File: src/rtl/regfile_wb_ctrl.sv
`default_nettype none
// ============================================================================
// Module      : regfile_wb_ctrl
// Description : Register-file writeback queue. It merges requests from the
//               integer ALU (A) and the FP unit (B) into a DEPTH-entry FIFO,
//               drains one entry per cycle onto the register-file write port,
//               and forwards the youngest pending data to the read ports.
// Revision    : 1.0 - initial release
// ============================================================================
module regfile_wb_ctrl #(
    parameter int DEPTH = 4
) (
    input  logic        clk,
    input  logic        rst_n,
    input  logic        a_valid,
    output logic        a_ready,
    input  logic [4:0]  a_ws,
    input  logic [31:0] a_wd,
    input  logic        b_valid,
    output logic        b_ready,
    input  logic [4:0]  b_ws,
    input  logic [31:0] b_wd,
    input  logic        stall,
    input  logic [4:0]  rs1,
    input  logic [4:0]  rs2,
    output logic        fwd1_hit,
    output logic        fwd2_hit,
    output logic [31:0] fwd1_data,
    output logic [31:0] fwd2_data,
    output logic [31:0] busy_mask,
    output logic [4:0]  ws,
    output logic [31:0] wd,
    output logic        wf,
    output logic [3:0]  count
);

    localparam int c_PTR_W = (DEPTH > 1) ? $clog2(DEPTH) : 1;

    logic [4:0]         r_q_ws [DEPTH];
    logic [31:0]        r_q_wd [DEPTH];
    logic [c_PTR_W-1:0] r_wp;
    logic [c_PTR_W-1:0] r_rp;
    logic [3:0]         r_count;
    logic [4:0]         r_ws;
    logic [31:0]        r_wd;
    logic               r_wf;
    logic [31:0]        r_busy;

    logic [3:0]         w_free;
    logic               w_a_acc;
    logic               w_b_acc;
    logic [1:0]         w_n_acc;
    logic               w_pop;
    logic [c_PTR_W-1:0] w_b_slot;
    logic [c_PTR_W-1:0] w_wp_nxt;
    logic [c_PTR_W-1:0] w_rp_nxt;
    logic [3:0]         w_count_nxt;
    logic [31:0]        w_busy_nxt;
    logic [c_PTR_W-1:0] w_bidx;
    logic [4:0]         w_bws;
    logic [c_PTR_W-1:0] w_fidx;
    logic               w_f1_hit;
    logic               w_f2_hit;
    logic [31:0]        w_f1_data;
    logic [31:0]        w_f2_data;

    // Credit is taken from the registered count only; a pop this cycle frees nothing yet.
    assign w_free   = 4'(DEPTH) - r_count;
    assign a_ready  = (w_free >= 4'd1);
    assign b_ready  = (w_free >= 4'd2) || ((w_free == 4'd1) && !a_valid);
    // Nothing is accepted while reset is asserted even though ready may be high.
    assign w_a_acc  = a_valid && a_ready && rst_n;
    assign w_b_acc  = b_valid && b_ready && rst_n;
    assign w_n_acc  = {1'b0, w_a_acc} + {1'b0, w_b_acc};
    assign w_pop    = (r_count != 4'd0) && !stall;
    // A lands first, so B takes the slot after it when both are accepted.
    assign w_b_slot = r_wp + c_PTR_W'(w_a_acc);
    assign w_wp_nxt = r_wp + c_PTR_W'(w_n_acc);
    assign w_rp_nxt = r_rp + c_PTR_W'(w_pop);
    assign w_count_nxt = r_count + 4'(w_n_acc) - 4'(w_pop);

    // Next-cycle busy mask, built from the queue contents after this edge's push/pop.
    always_comb begin
        w_busy_nxt = '0;
        w_bidx     = '0;
        w_bws      = '0;
        for (int k = 0; k < DEPTH; k++) begin
            w_bidx = w_rp_nxt + c_PTR_W'(k);
            if (w_a_acc && (w_bidx == r_wp)) begin
                w_bws = a_ws;
            end else if (w_b_acc && (w_bidx == w_b_slot)) begin
                w_bws = b_ws;
            end else begin
                w_bws = r_q_ws[w_bidx];
            end
            if (4'(k) < w_count_nxt) begin
                w_busy_nxt[w_bws] = 1'b1;
            end
        end
    end

    // Forwarding: output stage first, then queue oldest-to-newest so the youngest match wins.
    always_comb begin
        w_f1_hit  = 1'b0;
        w_f2_hit  = 1'b0;
        w_f1_data = '0;
        w_f2_data = '0;
        w_fidx    = '0;
        if (!r_wf && (r_ws == rs1)) begin
            w_f1_hit  = 1'b1;
            w_f1_data = r_wd;
        end
        if (!r_wf && (r_ws == rs2)) begin
            w_f2_hit  = 1'b1;
            w_f2_data = r_wd;
        end
        for (int k = 0; k < DEPTH; k++) begin
            w_fidx = r_rp + c_PTR_W'(k);
            if (4'(k) < r_count) begin
                if (r_q_ws[w_fidx] == rs1) begin
                    w_f1_hit  = 1'b1;
                    w_f1_data = r_q_wd[w_fidx];
                end
                if (r_q_ws[w_fidx] == rs2) begin
                    w_f2_hit  = 1'b1;
                    w_f2_data = r_q_wd[w_fidx];
                end
            end
        end
    end

    // Queue storage; contents need no reset since validity comes from the pointers and count.
    always_ff @(posedge clk) begin
        if (w_a_acc) begin
            r_q_ws[r_wp] <= a_ws;
            r_q_wd[r_wp] <= a_wd;
        end
        if (w_b_acc) begin
            r_q_ws[w_b_slot] <= b_ws;
            r_q_wd[w_b_slot] <= b_wd;
        end
    end

    // Pointers, occupancy, busy mask and the registered register-file write stage.
    always_ff @(posedge clk) begin
        if (!rst_n) begin
            r_wp    <= '0;
            r_rp    <= '0;
            r_count <= '0;
            r_busy  <= '0;
            r_wf    <= 1'b1;
            r_ws    <= '0;
            r_wd    <= '0;
        end else begin
            r_wp    <= w_wp_nxt;
            r_rp    <= w_rp_nxt;
            r_count <= w_count_nxt;
            r_busy  <= w_busy_nxt;
            if (w_pop) begin
                r_ws <= r_q_ws[r_rp];
                r_wd <= r_q_wd[r_rp];
                r_wf <= 1'b0;
            end else begin
                r_wf <= 1'b1;
            end
        end
    end

    assign fwd1_hit  = w_f1_hit;
    assign fwd2_hit  = w_f2_hit;
    assign fwd1_data = w_f1_data;
    assign fwd2_data = w_f2_data;
    assign busy_mask = r_busy;
    assign ws        = r_ws;
    assign wd        = r_wd;
    assign wf        = r_wf;
    assign count     = r_count;

endmodule
`default_nettype wire

File: config.mk
export PLATFORM = sky130hd
export DESIGN_NAME = regfile_wb_ctrl
export DESIGN_NICKNAME = d
export VERILOG_FILES = /design/src/rtl/regfile_wb_ctrl.sv
export SDC_FILE = /design/constraint.sdc
export NUM_CORES = 1
export LEC_CHECK = 0
export ABC_AREA = 1
export CORE_MARGIN = 2
export CORE_UTILIZATION = 30
export DETAILED_ROUTE_END_ITERATION = 16
export PLACE_DENSITY = 0.49
export SLEW_MARGIN = 20
export SYNTH_ARGS = -nofsm -noshare
export SYNTH_HDL_FRONTEND = slang
export SYNTH_SLANG_ARGS = --single-unit
File: constraint.sdc
create_clock -name clk -period 6 [get_ports clk]
set_input_delay 0.6 -clock clk [delete_from_list [all_inputs] [get_ports clk]]
set_output_delay 0.6 -clock clk [all_outputs]
set_load 0.1 [all_outputs]
# Yosys cells after proc, flatten, opt, wreduce, memory -nomap -nowiden
# Memories as Yosys holds them, arrays and structs flattened. A register that Yosys moved wholly into a read port is not among the register bits.
# Cells that the tools add are included.
[totals]
in_bits = 89
out_inout_bits = 142
ramBits = 148
reg_bits = 78
word_cells = 150
n_memories = 2
[mem_list]
columns = ["name", "words", "word_bits", "rd", "rd_clocked_by_memory_dff", "write_ports", "line_no", "rtl"]
rows = [
  ["r_q_wd", 4, 32, 4, 1, 2, "40", "logic [31:0] r_q_wd [DEPTH];"],
  ["r_q_ws", 4, 5, 8, 1, 2, "39", "logic [4:0] r_q_ws [DEPTH];"],
]
[op_classes]
bitwise = 3
magnitude_cmp = 18
add_sub_neg = 13
mux = 63
n_eq_ne = 19
n_reduce_logical = 25
[op_table]
columns = ["op", "count"]
rows = [
  ["$mux 32", 22],
  ["$or 32x32->32", 3],
  ["$eq 5x5->1", 10],
  ["$mux 5", 8],
  ["$mux 1", 27],
  ["$lt 5x6->1 const B", 4],
  ["$demux 1 s5", 4],
  ["$ge 5x1->1 const B", 4],
  ["$logic_and 1x1->1", 20],
  ["$eq 2x2->1", 8],
  ["$lt 1x4->1 const A", 4],
  ["$lt 2x4->1 const A", 4],
  ["$add 2x2->2 const B", 4],
  ["$add 2x1->2", 2],
  ["$add 2x1->2 const B", 2],
  ["$add 4x2->4", 1],
  ["$eq 4x1->1 const B", 1],
  ["$ge 4x1->1 const B", 1],
  ["$ge 4x2->1 const B", 1],
  ["$mux 2", 2],
  ["$reduce_bool 4->1", 1],
  ["$sub 3x4->4 const A", 1],
  ["$sub 4x1->4", 1],
  ["$logic_not 1->1", 3],
  ["3 further kinds", 3],
]

# Logic depth before layout (Yosys ltp)
# Gate-level depths: netlist (run 1).
[logic_depth]
word_depth = 20
mapped_depth = 27
ltp_nobuf = 26

# Worst setup path before layout (run 1)
# Ideal clock, no wire load.
[synth_path]
path_kind = "register to register"
startpoint = "register r_count[0], in the netlist count[0]"
endpoint = "memory r_q_wd[1][0] (enable)"
stages_incl_launch_ff = 8
slack_ns = 0.072
arrival_ns = 5.440
setup_time_ns = 0.487
required_time_ns = 5.513
period_less_slack_ns = 5.928
path_buffers = 0
path_cell_list = "dfxtp_1 -> inv_1 -> ha_1 -> inv_2 -> nor3_2 -> nand3_1 -> nand2_2 -> o31ai_1"
[synth_rtl]
columns = ["item", "line_no", "rtl"]
rows = [
  ["from (decl)", "43", "logic [3:0] r_count;"],
  ["from (signal assigned)", "157", "r_count <= w_count_nxt;"],
  ["to (decl)", "40", ""],
]

# Worst setup path in the final report (run 1)
[layout_path]
startpoint = "register r_rp[0]"
endpoint = "output fwd2_data[22]"
[layout_between]
elab_chain_len = 9
word_cells_on_any_way = 14
classes_between = "add/sub: 3; eq/ne: 3; mux: 6; memory: 2"
[layout_lines]
columns = ["item", "line_no", "rtl"]
rows = [
  ["from (decl)", "42", "logic [c_PTR_W-1:0] r_rp;"],
  ["from (signal assigned)", "156", "r_rp <= w_rp_nxt;"],
  ["$add 2x1->2", "118", "w_fidx = r_rp + c_PTR_W'(k);"],
  ["$mem_v2 4x5", "n/a", ""],
  ["$eq 5x5->1", "124", "if (r_q_ws[w_fidx] == rs2) begin"],
  ["$mux 32", "124", ""],
  ["$mux 32", "119", "if (4'(k) < r_count) begin"],
  ["$mux 32", "124", ""],
  ["$mux 32", "119", ""],
  ["$mux 32", "124", ""],
  ["$mux 32 (*)", "119", ""],
  ["to (decl)", "29", "output logic [31:0] fwd2_data,"],
]
# Every way passes the cells marked *; elsewhere a longest branch is shown, timed or not.

==> results.toml, run 1 <==
[final_layout]
postLayoutCoreUtil = 0.372
drive_gt1_frac = 0.0922
n_fill_cell = 6886
synthToLayoutAreaGrowth_pct = 22.7
regArea_um2 = 6010
final_cell_area_um2 = 23900
multi_input_area_um2 = 11700
nNetsFinal = 3346

[critical_path]
r2r_cells = 23
r2r_start = "count[0]$_SDFF_PN0_"
worstPathMaxFanout = 85
critPathLaunchType = "flop"
path_class = "flop to output port"
crit_family = "simple AND/OR/NAND/NOR gates"
crit_buf_inv = 2
crit_start = "r_rp[0]$_SDFF_PN0_"
max_stage_delay_ns = 0.96
crit_path_cell_trace = "xnor2_4 > o21ai_1 > xor2_1 > nor2_1 > nand3_2 > buf_4 > nand3_1 > nand2_1 > a21oi_1 > buf_12"
cp.arrival_ns = 4.64
critPathRequiredTime_ns = 5.40
r2r_setup_slack_ns = 1.39
crit_cells = 10
r2r-end = "busy_mask[30]$_SDFF_PN0_"
critPathSlowestCell = "dfxtp_4"
worstSetupEndpointType = "output port"
critPathCapture = "fwd2_data[22]"

[placement]
gp_congestion = 0.893
place_hpwl_um = 56000
postPlaceCellArea_um2 = 22900
place.port_buffers = 230

[timing]
fin_worst_skew_ns = 0.0259
maxSlewViolCount = 0
rsz0062_at_grt = "no"
max_freq_mhz = 191
final.min_clock_period_ns = 5.24
setup_violations = 0
hold_ws_ns = 0.563
tns_ns = 0
relSlewSlack = 0.290
finalCritPeriodShare = 0.873
hold_viol = 0
tightest_slew_ns = 1.06

[route]
totalWireLength_um = 76600
post_drt_wl_per_cell_um = 18.6
first_pass_iters = 6
drt_iter0_markers = 1922
drc = 0
via_per_inst = 4.88
ant_nets = 0
num_vias = 20134

[synthesis]
yosysSeqAreaShare = 0.309
yosys-top-cells-area = "edfxtp_1 (23%), nand2_1 (22%), o21ai_0 (9.0%)"
syn_nets = 3247
synth.top_cell.area_share = 0.228
synth_seq_cells = 226
yosys_warnings = 0
netlist_instances = 3143
synth_cell_type_count = 50
synth_area_um2 = 19500
synth_top_area_cell = "edfxtp_1"
post_synth.cell_area_avg_um2 = 6.19

[clock_tree]
clockBufferDepth = 3
clk_latency_ns = 0.61
cts_hold_buf = 0
cts.repair.resized = 0
cts-root-buf = "clkbuf_16"
cts.clk_slew.worst_paths_ns = 0.06
cts_num_sinks = 226
cts_tree = "built"
cts_setup_buffers = 0
cts_buffers = 30
htreeDepth = 1

[power]
p_leak_nw = 10.5
pwr_density_cell_nw_per_um2 = 643
ir_drop_mv = 0.328

[die]
die_w_um = 259
std_cell_rows = 93
dieArea_um2 = 66900
core_um2 = 64200
initial_core_util = 0.303
chipHeight_um = 259
design.portCount = 231

[job]
maxCapViolCount = 0

[global_routing]
grt_max_degree = 129
grtUsageTotal = 0.224
grt_pass1_wl_um = 116000
antenna_found_initial = 15
overflow = 0
grt_pass1_vias = 17991

[worst_hold_path]
hold_path.class = "flop to flop"
worstHoldStart = "wd[31]$_SDFFE_PN0P_"

[status]
outcome = "finished, final reports clean"
==> logic make-up (layout without fill, tap and decap cells) <==
| family | after synthesis | count (layout) | synth area share |
|---|---|---|---|
| and+or+nand+nor | 1833 | 1833 | 0.394 |
| AOI/OAI and AO/OA | 607 | 607 | 0.172 |
| buffers and inverters | 426 | 549 | 0.0951 |
| DFF | 226 | 226 | 0.309 |
| xor gates and xnor gates | 32 | 32 | 0.0183 |
| adders and majority gates | 15 | 15 | 0.0100 |
| muxes | 4 | 4 | 0.00206 |
| other | 0 | 1 | 0 |
==> worst min-delay path by stage <==
stage / end / slack [ns] / depth (start not counted)
after floorplan: r_wp[0]$_SDFF_PN0_ / 0.61 / 3
after global placement: wd[31]$_SDFFE_PN0P_ / 0.55 / 2
after detailed placement: wd[16]$_SDFFE_PN0P_ / 0.55 / 2
after CTS: wd[16]$_SDFFE_PN0P_ / 0.56 / 2
after global routing: wd[20]$_SDFFE_PN0P_ / 0.59 / 2
final: wd[31]$_SDFFE_PN0P_ / 0.56 / 2
==> cells in the mapped netlist (all sizes together) <==
| cell | count |
|---|---|
| xnor2 | 4 |
| o31ai | 2 |
| or2 | 7 |
| nand4 | 3 |
| nor2 | 403 |
| nor3b | 1 |
| nand3b | 1 |
| nor3 | 2 |
| ha | 14 |
| a21boi | 2 |
| a21oi | 114 |
| edfxtp | 148 |
| clkbuf | 90 |
| dfxtp | 78 |
| o21ai | 401 |
| nand3 | 267 |
| o22ai | 12 |
| a221oi | 1 |
| nand2 | 1149 |
| xor2 | 28 |
| mux2i | 4 |
| inv | 228 |
| o21bai | 9 |
| fa | 1 |
| buf | 107 |
| clkinv | 1 |
| o21a | 66 |
==> tightest hold or removal path, delay by kind of cell, from the launching register on <==
| family | cells | cell delay [ns] |
|---|---|---|
| compound gates | 2 | 0.20 |
| flops | 1 | 0.32 |
==> final cells by class <==
cell class              count  share of cell area
multi-input cells        2491               0.490
flip-flops and latches    226               0.252
repair buffers            264               0.136
well taps                 855              0.0448
inverters                 229              0.0364
clock buffers              35              0.0322
clock inverters            21             0.00881
diodes                      1            0.000105
==> registers in the layout, summed over array words and instances, names as in the netlist <==
name	flops
wf	1
r_rp	2
r_q_ws	20
count	4
r_wp	2
r_q_wd	128
busy_mask	32
ws	5
wd	32
==> layer usage <==
metal | vias up | GRT usage | wire length, um
met5 | - | 0 | 163
met2 | 704 | 0.320 | 31100
met3 | 90 | 0.0490 | 6340
met1 | 8984 | 0.342 | 37800
li1 | 10330 | - | -
met4 | 26 | 0.0450 | 1260
==> layout by cell type, fill, tap and decap left out, types with 24 or more instances in the layout <==
master / Yosys / routed
o21a_1: 66 / 66
o21ai_0: 351 / 349
clkbuf_16: 0 / 30
nand2_2: 24 / 24
dfxtp_1: 78 / 76
xor2_1: 25 / 25
o21ai_1: 33 / 33
inv_1: 206 / 206
nor2_1: 360 / 359
buf_12: 0 / 69
nand2_1: 1118 / 1118
nand3_1: 255 / 249
edfxtp_1: 148 / 148
clkdlybuf4s50_1: 0 / 163
buf_4: 15 / 31
a21oi_1: 113 / 112
==> metrics by stage <==
stage	std cells	setup slack, ns	power (mW)
floorplan	3143	0.0725	10.1
global placement	4065	1.30	13.5
detailed placement	4065	1.28	13.5
CTS	4121	0.774	15.3
global route	4122	0.505	16.4
finish	4122	0.764	15.4
==> where the power goes <==
part / total [mW] / internal, mW / switching (mW) / leakage (nW)
sequential: 2.33 / 2.04 / 0.298 / 2.00
combinational: 11.2 / 2.99 / 8.22 / 8.03
clock: 1.82 / 1.05 / 0.767 / 0.473
total: 15.4 / 6.07 / 9.28 / 10.5
Note: power is estimated with default switching activity, not from simulation.
==> run 2, diff against run 1 <==
--- a/config.mk
+++ b/config.mk
@@ -8,8 +8,10 @@
 export ABC_AREA = 1
 export CORE_MARGIN = 2
 export CORE_UTILIZATION = 30
+export CTS_CLUSTER_SIZE = 25
 export DETAILED_ROUTE_END_ITERATION = 16
 export PLACE_DENSITY = 0.49
+export SETUP_SLACK_MARGIN = 0.15
 export SLEW_MARGIN = 20
 export SYNTH_ARGS = -nofsm -noshare
 export SYNTH_HDL_FRONTEND = slang
==> run 2 against run 1 <==
Compared with the run above: via count is 0.28% lower; wire length hardly changed; hold slack worse by 0.0036 ns.
==> results.toml, run 2 (synthesized netlist as in run 1, its figures left out) <==
[global_routing]
antenna_found_initial = 11
grtUsageTotal = 0.224
overflow = 0
grt_pass1_wl_um = 116000
grt_pass1_vias = 17864
grt_max_degree = 129

[clock_tree]
clockBufferDepth = 3
cts_tree = "built"
cts-root-buf = "clkbuf_16"
cts.repair.resized = 0
cts_setup_buffers = 0
cts_hold_buf = 0
clk_latency_ns = 0.59
cts.clk_slew.worst_paths_ns = 0.06
cts_num_sinks = 226
htreeDepth = 1
cts_buffers = 29

[final_layout]
nNetsFinal = 3343
largest_reg_flops = 128
layout_common_cells = "nand2_1 (1118), nor2_1 (359), o21ai_0 (349)"
drive_gt1_frac = 0.0898
layout_commonest_cell = "nand2_1"
synthToLayoutAreaGrowth_pct = 22.5
regMostFlops = "r_q_wd"

[critical_path]
critPathRequiredTime_ns = 5.40
r2r-end = "busy_mask[6]$_SDFF_PN0_"
critPathLaunchType = "flop"
r2r_cells = 23
cp.arrival_ns = 4.45
worstPathMaxFanout = 44
path_class = "flop to output port"
r2r_start = "count[1]$_SDFF_PN0_"
r2r_setup_slack_ns = 1.39
worstSetupEndpointType = "output port"

[worst_hold_path]
worstHoldStart = "wd[26]$_SDFFE_PN0P_"
hold_path.class = "flop to flop"
holdPathEnd = "wd[26]$_SDFFE_PN0P_"
hold_path_depth = 2

[die]
chipHeight_um = 259
initial_core_util = 0.303
core_um2 = 64200
die_w_um = 259
design.portCount = 231
std_cell_rows = 93
dieArea_um2 = 66900

[power]
ir_drop_mv = 0.375
pwr_density_cell_nw_per_um2 = 645
p_leak_nw = 10.5

[route]
num_vias = 20078
ant_nets = 0
first_pass_iters = 6
drc = 0
totalWireLength_um = 76600
drt_iter0_markers = 1788
via_per_inst = 4.88
post_drt_wl_per_cell_um = 18.6

[timing]
fin_ws_ns = 0.951
relSlewSlack = 0.288
rsz0062_at_grt = "no"
finalCritPeriodShare = 0.841
hold_viol = 0
final.min_clock_period_ns = 5.05
setup_violations = 0
tightest_slew_ns = 1.06
fin_worst_skew_ns = 0.0312
max_freq_mhz = 198
tns_ns = 0
maxSlewViolCount = 0

[placement]
dp_slack_ns = 1.29
gp_congestion = 0.894
place.port_buffers = 230
place_hpwl_um = 56100

[status]
outcome = "finished, final reports clean"

[job]
maxCapViolCount = 0
run 2: final cells by class:
class,count,area [um^2]
Fill cell,6876,40400
Multi-Input combinational cell,2491,11700
Sequential cell,226,6010
Timing Repair Buffer,262,3220
Tap cell,855,1070
Inverter,229,868
Clock buffer,32,737
Clock inverter,21,233
Antenna cell,1,2.50
run 2: stage by stage:
step / hold slack [ns] / std cells / util / total power [mW] / area (um^2)
5_1_grt: 0.577 / 4117 / 0.371 / 16.4 / 23800
2_1_floorplan: 0.607 / 3143 / - / 10.1 / 19500
3_3_place_gp: 0.547 / 4063 / 0.356 / 13.5 / 22900
6_report: 0.559 / 4117 / 0.371 / 15.4 / 23800
3_5_place_dp: 0.553 / 4063 / 0.356 / 13.4 / 22900
4_1_cts: 0.564 / 4116 / 0.371 / 15.3 / 23800
run 2: critical path, cell delays in order, from the launching register on:
cell	delay, ns
dfxtp_4	0.68
buf_4	0.45
nand2_1	0.09
o21ai_1	0.11
nand2_1	0.07
o21ai_1	0.34
nand2_1	0.10
nand3_1	0.12
nor2_2	0.04
buf_4	0.24
nand2_2	0.57
nand2_1	0.14
nand3_1	0.14
nand2_1	0.07
a21oi_1	0.40
buf_12	0.24
run 2: worst max-delay path by stage:
stage	from	endpoint	slack [ns]	depth (start not counted)
finish	r_rp[0]$_SDFF_PN0_	fwd1_data[18]	0.95	15
global route	r_rp[0]$_SDFF_PN0_	fwd1_data[5]	0.65	15
CTS	r_rp[0]$_SDFF_PN0_	fwd1_data[14]	0.99	15
detailed placement	a_valid	busy_mask[10]$_SDFF_PN0_	1.29	23
global placement	a_valid	busy_mask[6]$_SDFF_PN0_	1.32	23
floorplan	count[0]$_SDFF_PN0_	r_q_wd[1][0]$_DFFE_PP_	0.07	7
run 2: metal layers:
| metal | track usage | wire length, um | vias to the layer above |
|---|---|---|---|
| li1 | - | - | 10315 |
| met1 | 0.342 | 38200 | 8980 |
| met2 | 0.311 | 30300 | 652 |
| met3 | 0.0510 | 6190 | 111 |
| met4 | 0.0560 | 1790 | 20 |
| met5 | 0 | 131 | - |
run 2: power by group:
group / switching, mW / leakage [nW] / total (mW) / internal, mW
combinational: 8.26 / 8.02 / 11.2 / 2.98
clock: 0.745 / 0.465 / 1.84 / 1.09
sequential: 0.257 / 2.00 / 2.29 / 2.04
total: 9.27 / 10.5 / 15.4 / 6.10
==> run 3, diff against run 2 <==
--- a/config.mk
+++ b/config.mk
@@ -10,7 +10,7 @@
 export CORE_UTILIZATION = 30
 export CTS_CLUSTER_SIZE = 25
 export DETAILED_ROUTE_END_ITERATION = 16
-export PLACE_DENSITY = 0.49
+export PLACE_DENSITY = 0.51
 export SETUP_SLACK_MARGIN = 0.15
 export SLEW_MARGIN = 20
 export SYNTH_ARGS = -nofsm -noshare
==> constraint.sdc (replaced) <==
create_clock -name clk -period 4.2 [get_ports clk]
set_input_delay 0.42 -clock clk [delete_from_list [all_inputs] [get_ports clk]]
set_output_delay 0.42 -clock clk [all_outputs]
set_load 0.1 [all_outputs]
==> run 3 against run 2 <==
Compared with the run above: worst setup slack worse by 0.70 ns; total power grew 44%; via count about the same; core utilization rose by 0.69 points; combinational power grew 46%; hold slack worse by 0.39 ns; cell count rose by 0.36%; design area up 1.8%.
==> results.toml, run 3 (synthesized netlist as in run 1, its figures left out) <==
[timing]
tightest_slew_ns = 1.09
rsz0062_at_grt = "yes"
max_freq_mhz = 254
maxSlewViolCount = 0
hold_viol = 0
finalCritPeriodShare = 0.939
relSlewSlack = 0.274
tns_ns = 0
fin_worst_skew_ns = 0.0342
final.min_clock_period_ns = 3.94
setup_violations = 0

[final_layout]
final_cell_area_um2 = 24300
drive_gt1_frac = 0.105
regArea_um2 = 6020
multi_input_area_um2 = 11900
synthToLayoutAreaGrowth_pct = 24.8
n_fill_cell = 6848
layout_commonest_cell = "nand2_1"
layout_common_cells = "nand2_1 (1117), nor2_1 (358), o21ai_0 (349)"
regMostFlops = "r_q_wd"
largest_reg_flops = 128
nNetsFinal = 3357

[global_routing]
antenna_found_initial = 11
grtUsageMet1 = 0.336
busiest_layer = "met1"
grt_pass1_wl_um = 114000
grtUsageTotal = 0.219
grt_pass1_vias = 17759
met2_usage = 0.307
grt_max_degree = 113
use_met3 = 0.0475
overflow = 0

[placement]
gp_congestion = 0.881
place_hpwl_um = 55800
place.port_buffers = 230
postPlaceCellArea_um2 = 23100

[die]
initial_core_util = 0.303
design.portCount = 231
dieArea_um2 = 66900
die_w_um = 259
chipHeight_um = 259
core_um2 = 64200
std_cell_rows = 93

[route]
drc = 0
post_drt_wl_per_cell_um = 18.2
ant_nets = 0
num_vias = 20059
via_per_inst = 4.85
first_pass_iters = 6
drt_iter0_markers = 1883
totalWireLength_um = 75200

[power]
ir_drop_mv = 0.493
pwr_density_cell_nw_per_um2 = 913
p_leak_nw = 10.6

[critical_path]
cp_common_cell = "nand2_1"
cp.arrival_ns = 3.52
crit_path_cell_trace = "buf_6 > o21ai_1 > nand2_1 > o21ai_1 > xor2_1 > nor2_4 > nand2_1 > buf_4 > nand2_1 > nand3_1 > nand2_1 > a21oi_1 > buf_12"
worstPathMaxFanout = 32
r2r_start = "count[1]$_SDFF_PN0_"
worstSetupEndpointType = "output port"
critPathSlowestCell = "dfxtp_4"
critPathLaunchType = "flop"
crit_start = "r_rp[0]$_SDFF_PN0_"
path_class = "flop to output port"
r2r_cells = 24
critPathRequiredTime_ns = 3.78
max_stage_delay_ns = 0.42

[clock_tree]
cts_tree = "built"
cts_buffers = 29
cts_hold_buf = 0
htreeDepth = 1
clk_latency_ns = 0.60
cts-root-buf = "clkbuf_16"
cts_num_sinks = 226
cts.clk_slew.worst_paths_ns = 0.07
clockBufferDepth = 3

[worst_hold_path]
hold_path_depth = 3
hold_path.class = "primary input to flop"
worstHoldStart = "rst_n"

[job]
maxCapViolCount = 0

[status]
outcome = "finished, final reports clean"
==> run 3: changes by cell type in the layout (fill, tap and decap cells not counted), moves of 3 or more <==
cell,delta
clkinvlp_4,-3
nand3_4,+3
a21oi_2,+22
nor2_4,+3
dfxtp_4,+3
a21oi_1,-22
nand3_1,-3
buf_12,+7
buf_6,+6
ha_1,-3
dfxtp_1,-4
==> run 3: through the flow <==
stage               std cells  power [mW]  hold WS, ns  setup WS (ns)  utilization
floorplan                3143        14.6        0.607          0.153            -
global placement         4074        19.3        0.545          0.257        0.360
detailed placement       4074        19.3        0.553          0.220        0.360
CTS                      4127        22.0        0.139          0.152        0.376
global route             4131        23.7        0.167          0.107        0.378
finish                   4132        22.2        0.168          0.256        0.378
==> run 3: layout make-up <==
class / instances / share of cell area
Antenna cell: 2 / 0.000206
Timing Repair Buffer: 276 / 0.142
Clock inverter: 20 / 0.00912
Multi-Input combinational cell: 2491 / 0.490
Sequential cell: 226 / 0.248
Tap cell: 855 / 0.0441
Clock buffer: 33 / 0.0305
Inverter: 229 / 0.0362
==> run 3: metal layers <==
| layer | wire [um] | vias up | part of all wire |
|---|---|---|---|
| li1 | - | 10353 | - |
| met1 | 36700 | 8882 | 0.49 |
| met2 | 30000 | 712 | 0.40 |
| met3 | 6540 | 94 | 0.087 |
| met4 | 1760 | 18 | 0.023 |
| met5 | 118 | - | 0.0016 |
==> run 3: what timing repair did <==
action / in CTS / in global routing
pin swaps: 0 / 2
buffers inserted: 0 / 3
gates resized for setup: 19 / 23
setup endpoints to repair: 62 / 95
==> run 3: final timing paths <==
check                                                end  slack [ns]
worst min-delay path                  r_wp[0]$_SDFF_PN0_        0.17
worst max-delay path                        fwd2_data[1]        0.26
worst min register to register       wd[17]$_SDFFE_PN0P_        0.56
worst max register to register  busy_mask[13]$_SDFF_PN0_        0.45
==> run 3: worst max-delay path: cells and delay by family (launching register included) <==
family | cells | cell delay [ns]
AOI/OAI and AO/OA | 3 | 0.89
buffers and inverters | 3 | 0.78
and+or+nand+nor | 6 | 0.54
DFF | 1 | 0.42
xor gates and xnor gates | 1 | 0.28
==> run 3: power by group <==
part           leakage [nW]  switching (mW)  internal, mW  total [mW]
Combinational          8.16            11.8          4.47        16.3
Sequential             2.00           0.346          2.91        3.26
Clock                 0.470            1.06          1.56        2.61
